==> src/rtl/digit_entry_ctrl.sv <==
// Operand-entry controller: editable digit bank, per-operand radix conversion and a
// start/done handshake to the CPU with a watchdog on the wait phase.
module digit_entry_ctrl #(
  parameter int NUM_DIGITS     = 4,
  parameter int DIGITS_PER_OP  = 2,
  parameter int RADIX          = 10,
  parameter int OP_WIDTH       = 32,
  parameter int TIMEOUT_CYCLES = 1000000,
  localparam int NUM_OPS = NUM_DIGITS / DIGITS_PER_OP,
  localparam int CW      = (NUM_DIGITS > 1) ? $clog2(NUM_DIGITS) : 1
) (
  input  logic                        clk,
  input  logic                        rst,
  input  logic                        btn_up,
  input  logic                        btn_down,
  input  logic                        btn_left,
  input  logic                        btn_right,
  input  logic                        btn_clear,
  input  logic                        btn_start,
  input  logic                        cpu_done,
  output logic [4*NUM_DIGITS-1:0]     digits,
  output logic [CW-1:0]               cursor,
  output logic [OP_WIDTH*NUM_OPS-1:0] operands,
  output logic                        calc_start,
  output logic                        busy,
  output logic                        done,
  output logic                        timeout
);

  localparam int KW      = (DIGITS_PER_OP > 1) ? $clog2(DIGITS_PER_OP) : 1;
  localparam int TW      = (TIMEOUT_CYCLES > 1) ? $clog2(TIMEOUT_CYCLES) : 1;
  localparam int TmoLast = (TIMEOUT_CYCLES > 0) ? TIMEOUT_CYCLES - 1 : 0;
  localparam longint unsigned MaxVal = 64'(RADIX) ** DIGITS_PER_OP;

  localparam logic [OP_WIDTH-1:0] RadixW = OP_WIDTH'(RADIX);
  localparam logic [3:0]          DigMax = 4'(RADIX - 1);
  localparam logic [CW-1:0]       CurMax = CW'(NUM_DIGITS - 1);

  if ((NUM_DIGITS < 2) || (NUM_DIGITS % DIGITS_PER_OP != 0) ||
      ((RADIX != 10) && (RADIX != 16)) || ($clog2(MaxVal) > OP_WIDTH)) begin : g_param_err
    $error("digit_entry_ctrl: illegal parameter combination");
  end

  typedef enum logic [1:0] {StIdle, StConvert, StStart, StWait} state_e;

  state_e                             state_q, state_d;
  logic [NUM_DIGITS-1:0][3:0]         digits_q, digits_d;
  logic [CW-1:0]                      cursor_q, cursor_d;
  logic [NUM_OPS-1:0][OP_WIDTH-1:0]   acc_q, acc_d;
  logic [NUM_OPS-1:0][OP_WIDTH-1:0]   ops_q, ops_d;
  logic [KW-1:0]                      conv_cnt_q, conv_cnt_d;
  logic [TW-1:0]                      wait_cnt_q, wait_cnt_d;
  logic                               calc_start_q, calc_start_d;
  logic                               done_q, done_d;
  logic                               timeout_q, timeout_d;
  logic [CW-1:0]                      sel;

  always_comb begin
    state_d      = state_q;
    digits_d     = digits_q;
    cursor_d     = cursor_q;
    acc_d        = acc_q;
    ops_d        = ops_q;
    conv_cnt_d   = conv_cnt_q;
    wait_cnt_d   = wait_cnt_q;
    calc_start_d = 1'b0;
    done_d       = 1'b0;
    timeout_d    = timeout_q;
    sel          = '0;
    case (state_q)
      StIdle: begin
        if (btn_clear) begin
          digits_d  = '0;
          cursor_d  = '0;
          timeout_d = 1'b0;
        end else if (btn_start) begin
          timeout_d  = 1'b0;
          acc_d      = '0;
          conv_cnt_d = '0;
          state_d    = StConvert;
        end else begin
          // Edit uses the pre-move cursor.
          if (btn_up) begin
            digits_d[cursor_q] = (digits_q[cursor_q] == DigMax) ? 4'd0
                                                                 : digits_q[cursor_q] + 4'd1;
          end else if (btn_down) begin
            digits_d[cursor_q] = (digits_q[cursor_q] == 4'd0) ? DigMax
                                                               : digits_q[cursor_q] - 4'd1;
          end
          if (btn_right) begin
            cursor_d = (cursor_q == '0) ? CurMax : cursor_q - CW'(1);
          end else if (btn_left) begin
            cursor_d = (cursor_q == CurMax) ? '0 : cursor_q + CW'(1);
          end
        end
      end
      StConvert: begin
        for (int j = 0; j < NUM_OPS; j++) begin
          sel = CW'(j * DIGITS_PER_OP + DIGITS_PER_OP - 1 - int'(conv_cnt_q));
          acc_d[j] = acc_q[j] * RadixW + {{(OP_WIDTH-4){1'b0}}, digits_q[sel]};
        end
        if (conv_cnt_q == KW'(DIGITS_PER_OP - 1)) begin
          ops_d        = acc_d;
          calc_start_d = 1'b1;
          state_d      = StStart;
        end else begin
          conv_cnt_d = conv_cnt_q + KW'(1);
        end
      end
      StStart: begin
        wait_cnt_d = '0;
        state_d    = StWait;
      end
      StWait: begin
        if (cpu_done) begin
          done_d  = 1'b1;
          state_d = StIdle;
        end else if ((TIMEOUT_CYCLES != 0) && (wait_cnt_q == TW'(TmoLast))) begin
          timeout_d = 1'b1;
          state_d   = StIdle;
        end else begin
          wait_cnt_d = wait_cnt_q + TW'(1);
        end
      end
      default: state_d = StIdle;
    endcase
  end

  always_ff @(posedge clk or posedge rst) begin
    if (rst) begin
      state_q      <= StIdle;
      digits_q     <= '0;
      cursor_q     <= '0;
      acc_q        <= '0;
      ops_q        <= '0;
      conv_cnt_q   <= '0;
      wait_cnt_q   <= '0;
      calc_start_q <= 1'b0;
      done_q       <= 1'b0;
      timeout_q    <= 1'b0;
    end else begin
      state_q      <= state_d;
      digits_q     <= digits_d;
      cursor_q     <= cursor_d;
      acc_q        <= acc_d;
      ops_q        <= ops_d;
      conv_cnt_q   <= conv_cnt_d;
      wait_cnt_q   <= wait_cnt_d;
      calc_start_q <= calc_start_d;
      done_q       <= done_d;
      timeout_q    <= timeout_d;
    end
  end

  assign digits     = digits_q;
  assign cursor     = cursor_q;
  assign operands   = ops_q;
  assign calc_start = calc_start_q;
  assign busy       = (state_q != StIdle);
  assign done       = done_q;
  assign timeout    = timeout_q;

endmodule

==> config.mk <==
export PLATFORM = sky130hd
export DESIGN_NAME = digit_entry_ctrl
export DESIGN_NICKNAME = d
export VERILOG_FILES = /design/src/rtl/digit_entry_ctrl.sv
export SDC_FILE = /design/constraint.sdc
export NUM_CORES = 1
export LEC_CHECK = 0
export ABC_AREA = 1
export CORE_UTILIZATION = 55
export CTS_CLUSTER_SIZE = 14
export DETAILED_ROUTE_END_ITERATION = 10
export PLACE_DENSITY = 0.79
export RECOVER_POWER = 100
export SYNTH_ARGS = -nofsm -noshare
export SYNTH_HDL_FRONTEND = slang
export SYNTH_SLANG_ARGS = --single-unit
==> constraint.sdc <==
create_clock -name clk -period 6.8 [get_ports clk]
set_input_delay 2.04 -clock clk [delete_from_list [all_inputs] [get_ports clk]]
set_output_delay 2.04 -clock clk [all_outputs]
set_load 0.01 [all_outputs]
* After elaboration in Yosys (flattened, before gate mapping)
Index checks and enable logic that the tools add are counted.
** Storage, ports and cells
- Bits in registers :: 172
- Bits of input ports :: 9
- Word-level logic and storage cells :: 109
** Cells by class
- Add/sub/neg operators :: 10
- $mul :: 2
- Order comparisons :: 4
- Eq/ne operators :: 15
- Mux-type cells :: 46
- Reductions and logical operators :: 17
** Operators by type and width (count)
- $mux W64 :: 2
- $pmux W64 S2 :: 1
- $add A32 B4 Y32 :: 2
- $mul A32 B3 Y31 const B :: 2
- $mux W16 :: 4
- $mux W20 :: 2
- $pmux W20 S2 :: 1
- $bwmux W16 :: 2
- $bmux W4 S2 :: 3
- $mux W4 :: 6
- $mux W2 :: 11
- $add A20 B1 Y20 const B :: 1
- $eq A20 B20 Y1 const B :: 1
- $ne A2 B2 Y1 const B :: 7
- $reduce_and A3 Y1 :: 4
- $mux W1 :: 10
- $lt A2 B3 Y1 const B :: 3
- $demux W4 S2 :: 1
- $pmux W2 S4 :: 1
- $reduce_and A4 Y1 :: 2
- $reduce_bool A2 Y1 :: 4
- $eq A2 B2 Y1 const B :: 3
- $ne A3 B3 Y1 const B :: 2
- $reduce_bool A3 Y1 :: 2
- other kinds (15) :: 17

* Logic depth before layout (Yosys ltp)
- Depth in word-level cells :: 9
- Depth in mapped cells :: 22
- Depth with buffers taken out :: 21

* Worst setup path after synthesis
No wires, ideal clock.
- Path kind :: input port to flip-flop
- From :: input port btn_start
- To :: register acc_q[50] (netlist name)
- Setup time :: 76 ps
- Arrival :: 3127 ps
- Required time :: 6724 ps
- Slack :: 3596 ps
- Cell stages on the path :: 7
- Path through :: or2_2 -> nand2_1 -> inv_1 -> o21ai_1 -> clkbuf_1 -> nand2_1 -> o21ai_1
** Between the ends
- Cells in the longest elaborated chain, start to end :: 2
** Ends and longest elaborated chain
- start: declaration :: line 19 : input logic btn_start,
- $ne A2 B2 Y1 (no source line)
- $reduce_and A3 Y1 (no source line)
- end signal: assignment :: line 134 : acc_q <= '0;
- end signal: assignment :: line 145 : acc_q <= acc_d;
- end: declaration :: line 49 : logic [NUM_OPS-1:0][OP_WIDTH-1:0] acc_q, acc_d;
No other way between the ends.
A chain may end at the register's enable or synchronous reset.

* Worst setup path in the final report
- From :: input port btn_clear
- To :: register acc_q[52] (netlist name)
** Between the ends
- Cells in the longest elaborated chain, start to end :: 2
** Ends and longest elaborated chain
- start: declaration :: line 18 : input logic btn_clear,
- $ne A2 B2 Y1 (no source line)
- $reduce_and A3 Y1 (no source line)
No other way between the ends.

==> impl_summary.txt <==
----------------------------------------------------
[Timing]
  Unrepaired setup endpoints after global routing ... no
  Minimum hold slack ... between 0.4 and 0.5 ns
  Remaining max-slew budget at the tightest pin ... -1.63
  Final min period ... approximately 5.0 ns
  TNS Setup ... 0 ns
  Max-slew violation count ... 145
  Setup violators final ... 0
  Clk_skew ... slightly above 0.02 ns
  Final hold violations ... 0
  Fmax ... 0.200 GHz
  Fin crit share ... 0.736
  Worst Max-Slew Pin Slew ... 3.94 ns

[Power and ir drop]
  Peak supply drop ... 0.267 mV
  Leakage power of the design ... between 8 and 9 nW
  Total power divided by cell area ... 418 nW/um^2

[Yosys]
  Number of warnings reported in the yosys synthesis log ... 0
  Number of flops mapped to enable cells by yosys ... 0
  Cell area after synthesis ... 13,900 sq um
  Most used standard cell by instance count after synthesis ... sky130_fd_sc_hd__nand2_1
  Number of distinct library cells after synthesis ... 52
  Library cell occupying the most area in the post-synthesis netlist ... sky130_fd_sc_hd__dfrtp_1
  Commonest cells post-synth ... 672 x sky130_fd_sc_hd__nand2_1, 261 x sky130_fd_sc_hd__inv_1, 170 x sky130_fd_sc_hd__dfrtp_1, 141 x sky130_fd_sc_hd__nand3_1, 128 x sky130_fd_sc_hd__ha_1
  Share of the yosys chip area belonging to registers ... 0.306
  Most common flop cell mapped by yosys ... sky130_fd_sc_hd__dfrtp_1
  Share of Yosys cell area claimed by the top area cell type ... 0.306
  Share of synthesized flip-flops with an asynchronous set or reset ... 1.00
  Net count after synthesis ... 2,163
  Mean post-synth cell area ... 6.88 sq um
  Number of synthesized register bits ... 170
  Cell count after synthesis ... 2,022
  Top cells by area in the synthesized netlist ... sky130_fd_sc_hd__dfrtp_1 31%, sky130_fd_sc_hd__nand2_1 18%, sky130_fd_sc_hd__ha_1 12%

[Global route]
  Remaining global-route overflow ... 0
  Via count of the first global-routing pass ... approximately 12k
  Largest net degree at the start of global routing ... about 110
  Antenna violations before repair ... 0
  Global router's overall resource usage ... 0.292
  Global-route wire length before repair ... just over 60,000 microns

[Critical path]
  FF-to-FF path depth ... 5
  Delay of the slowest cell on the worst path ... 0.94 ns
  Largest driver fanout on the critical path ... 43
  CP max-delay cell ... sky130_fd_sc_hd__inv_1
  Capturing element type of the critical path ... flip-flop
  Bufs and invs on worst path ... 3
  Category of cells accounting for the largest share of critical-path delay ... buffers and inverters
  Crit path DAT ... 5.33 ns
  R2R Setup Slk ... 2.27 ns
  Required time of the critical path ... 7.12 ns
  R2r endpoint ... operands[48]
  CP Cell Sequence ... dlygate4sd3_1 -> nand2_1 -> nand2_1 -> nor2_1 -> clkbuf_1 -> inv_1 -> o21ai_0
  Launch instance of the worst register-to-register path ... state_q[1]
  Worst setup SP type ... input port
  Critical path start-end classification ... in -> reg
  Cell repeated most along the worst path ... sky130_fd_sc_hd__nand2_1

[Clock tree]
  Clock root buffer ... sky130_fd_sc_hd__clkbuf_16
  Clock Path Buffers ... 2
  Number of resized instances in the post-cts repair step ... 0
  Setup Buffers After CTS ... 0
  Number of CTS-inserted buffers ... 17
  Clock slew seen by the registers of the worst setup and hold paths ... 0.07 ns
  TritonCTS sink count ... 170
  Htree depth ... 4
  Number of buffers inserted by hold repair at cts ... 0
  Clock latency of the later-clocked register in the worst-skew pair ... 0.45 ns
  CTS tree ... yes

[Drt]
  Total number of vias ... 13.3k
  Drt drc ... 0
  Vias per inst ... 5.46
  Per-cell routed wire length ... 15.0 microns
  Final WL ... around 37,000 microns
  DRC marker count from the first detailed-route iteration ... about 1.1k
  Detailed-routing iteration count for the pre-antenna-repair pass ... 6
  Antenna violation net count after detailed routing ... 0

[Floorplan]
  FP Rows ... 57
  Die Wd ... 161 microns
  Chip Height ... 161 microns
  Effective utilization at floorplan ... 0.567
  Overall die area ... 25,900 sq um
  Top-level I/O count ... 95
  Core Area ... 24,500 sq um

[Place]
  Placed wire-length estimate after detailed placement ... roughly 29,000 microns
  Final Wtd Congestion ... 0.953
  Number of buffer cells added on primary ports ... 94

[Min path]
  Worst hold path startpoint ... operands[35]
  Hold WC Path Type ... reg -> reg
  Hold endpoint ... operands[35]
  Hold path cells ... 2

[Finish]
  Fraction of final layout cells sized beyond drive strength 1 ... 0.0825
  Antenna Diode Count ... 0
  Fin nets ... 2,249
  Signed area change from the synthesized netlist to the final layout ... 13.2%
  Count of filler cells inserted in the layout ... 2,213
  Multi-input logic area ... 8430 sq um
  Final design utilization ... 0.641
  Register cell area after layout ... ~4300 sq um

[Run status]
  Status ... finished, violations left
  Failing checks ... capacitance limit, slew limit

[Flow run]
  Max-cap violations ... 2

----------------------------------------------------
==> power breakdown <==
part | leakage (nW) | switching [mW] | internal (mW)
clock network | 0.278 | 0.476 | 0.488
registers | 2.26 | 0.311 | 1.36
logic | 6.03 | 2.59 | 1.35
==> cell usage in the layout (no fill, tap or decap), drive strengths merged, types with 3 or more instances in the layout <==
cell / instances
clkdlybuf4s50: 4
nor4: 5
nand3b: 3
nand3: 153
dlygate4sd3: 90
a21oi: 61
dfrtp: 170
clkinv: 10
nand4: 36
o22ai: 11
o21bai: 12
nand2: 728
xor2: 33
inv: 294
a31oi: 5
or2: 5
nor3: 29
a32oi: 3
ha: 128
fa: 4
clkbuf: 20
nor2: 148
o21ai: 139
xnor2: 12
==> per-layer routing <==
metal,track usage,wire length (microns),up-vias
met5,0,0,-
met4,0.0866,784,0
met3,0.0593,2640,55
met2,0.484,17000,475
met1,0.384,16100,6136
li1,-,-,6677
==> per-stage QoR <==
stage / area [sq um] / setup slack [ns] / total power [mW] / instances
floorplan: 13900 / 0.157 / 4.38 / 2022
finish: 15700 / 1.79 / 6.57 / 2445
global route: 15700 / 1.58 / 7.15 / 2445
detailed placement: 15200 / 2.27 / 5.65 / 2413
CTS: 15800 / 2.73 / 6.65 / 2445
global placement: 15200 / 2.36 / 5.53 / 2413
==> registers in the layout, indices dropped and copies added, names as in the netlist <==
name and flops:
acc_q 62, calc_start 1, conv_cnt_q 1, cursor 2
digits 16, done 1, operands 64, state_q 2
timeout 1, wait_cnt_q 20
==> worst min-delay path: stages, from the launching register on <==
cell and delay, ns:
sky130_fd_sc_hd__dfrtp_1 0.34, sky130_fd_sc_hd__nand2_1 0.05, sky130_fd_sc_hd__nand2_1 0.05
==> logic make-up after synthesis <==
group                    after synthesis  synth area share
XOR/XNOR                              45            0.0302
adder cells (fa/ha/maj)              132             0.121
AO/OA/AOI/OAI                        240            0.0932
buffers and inverters                323            0.0883
AND/OR/NAND/NOR                     1112             0.361
flip-flops                           170             0.306
==> layout make-up <==
cell class	instances	share of cell area
clock inverters	15	0.00954
inverters	291	0.0697
well taps	324	0.0258
flip-flops and latches	170	0.270
repair buffers	99	0.0615
multi-input cells	1529	0.536
clock buffers	17	0.0270
==> worst max path at each step <==
| stage | cells past startpoint | start | to | slack (ns) |
|---|---|---|---|---|
| after floorplan | 1 | rst | acc_q[0] | 0.16 |
| after global placement | 7 | btn_clear | acc_q[36] | 2.36 |
| after detailed placement | 7 | btn_clear | acc_q[4] | 2.27 |
| after CTS | 7 | btn_clear | acc_q[4] | 2.73 |
| after global routing | 3 | rst | calc_start | 1.58 |
| final | 7 | btn_clear | acc_q[52] | 1.79 |
(Power assumes the default switching activity.)
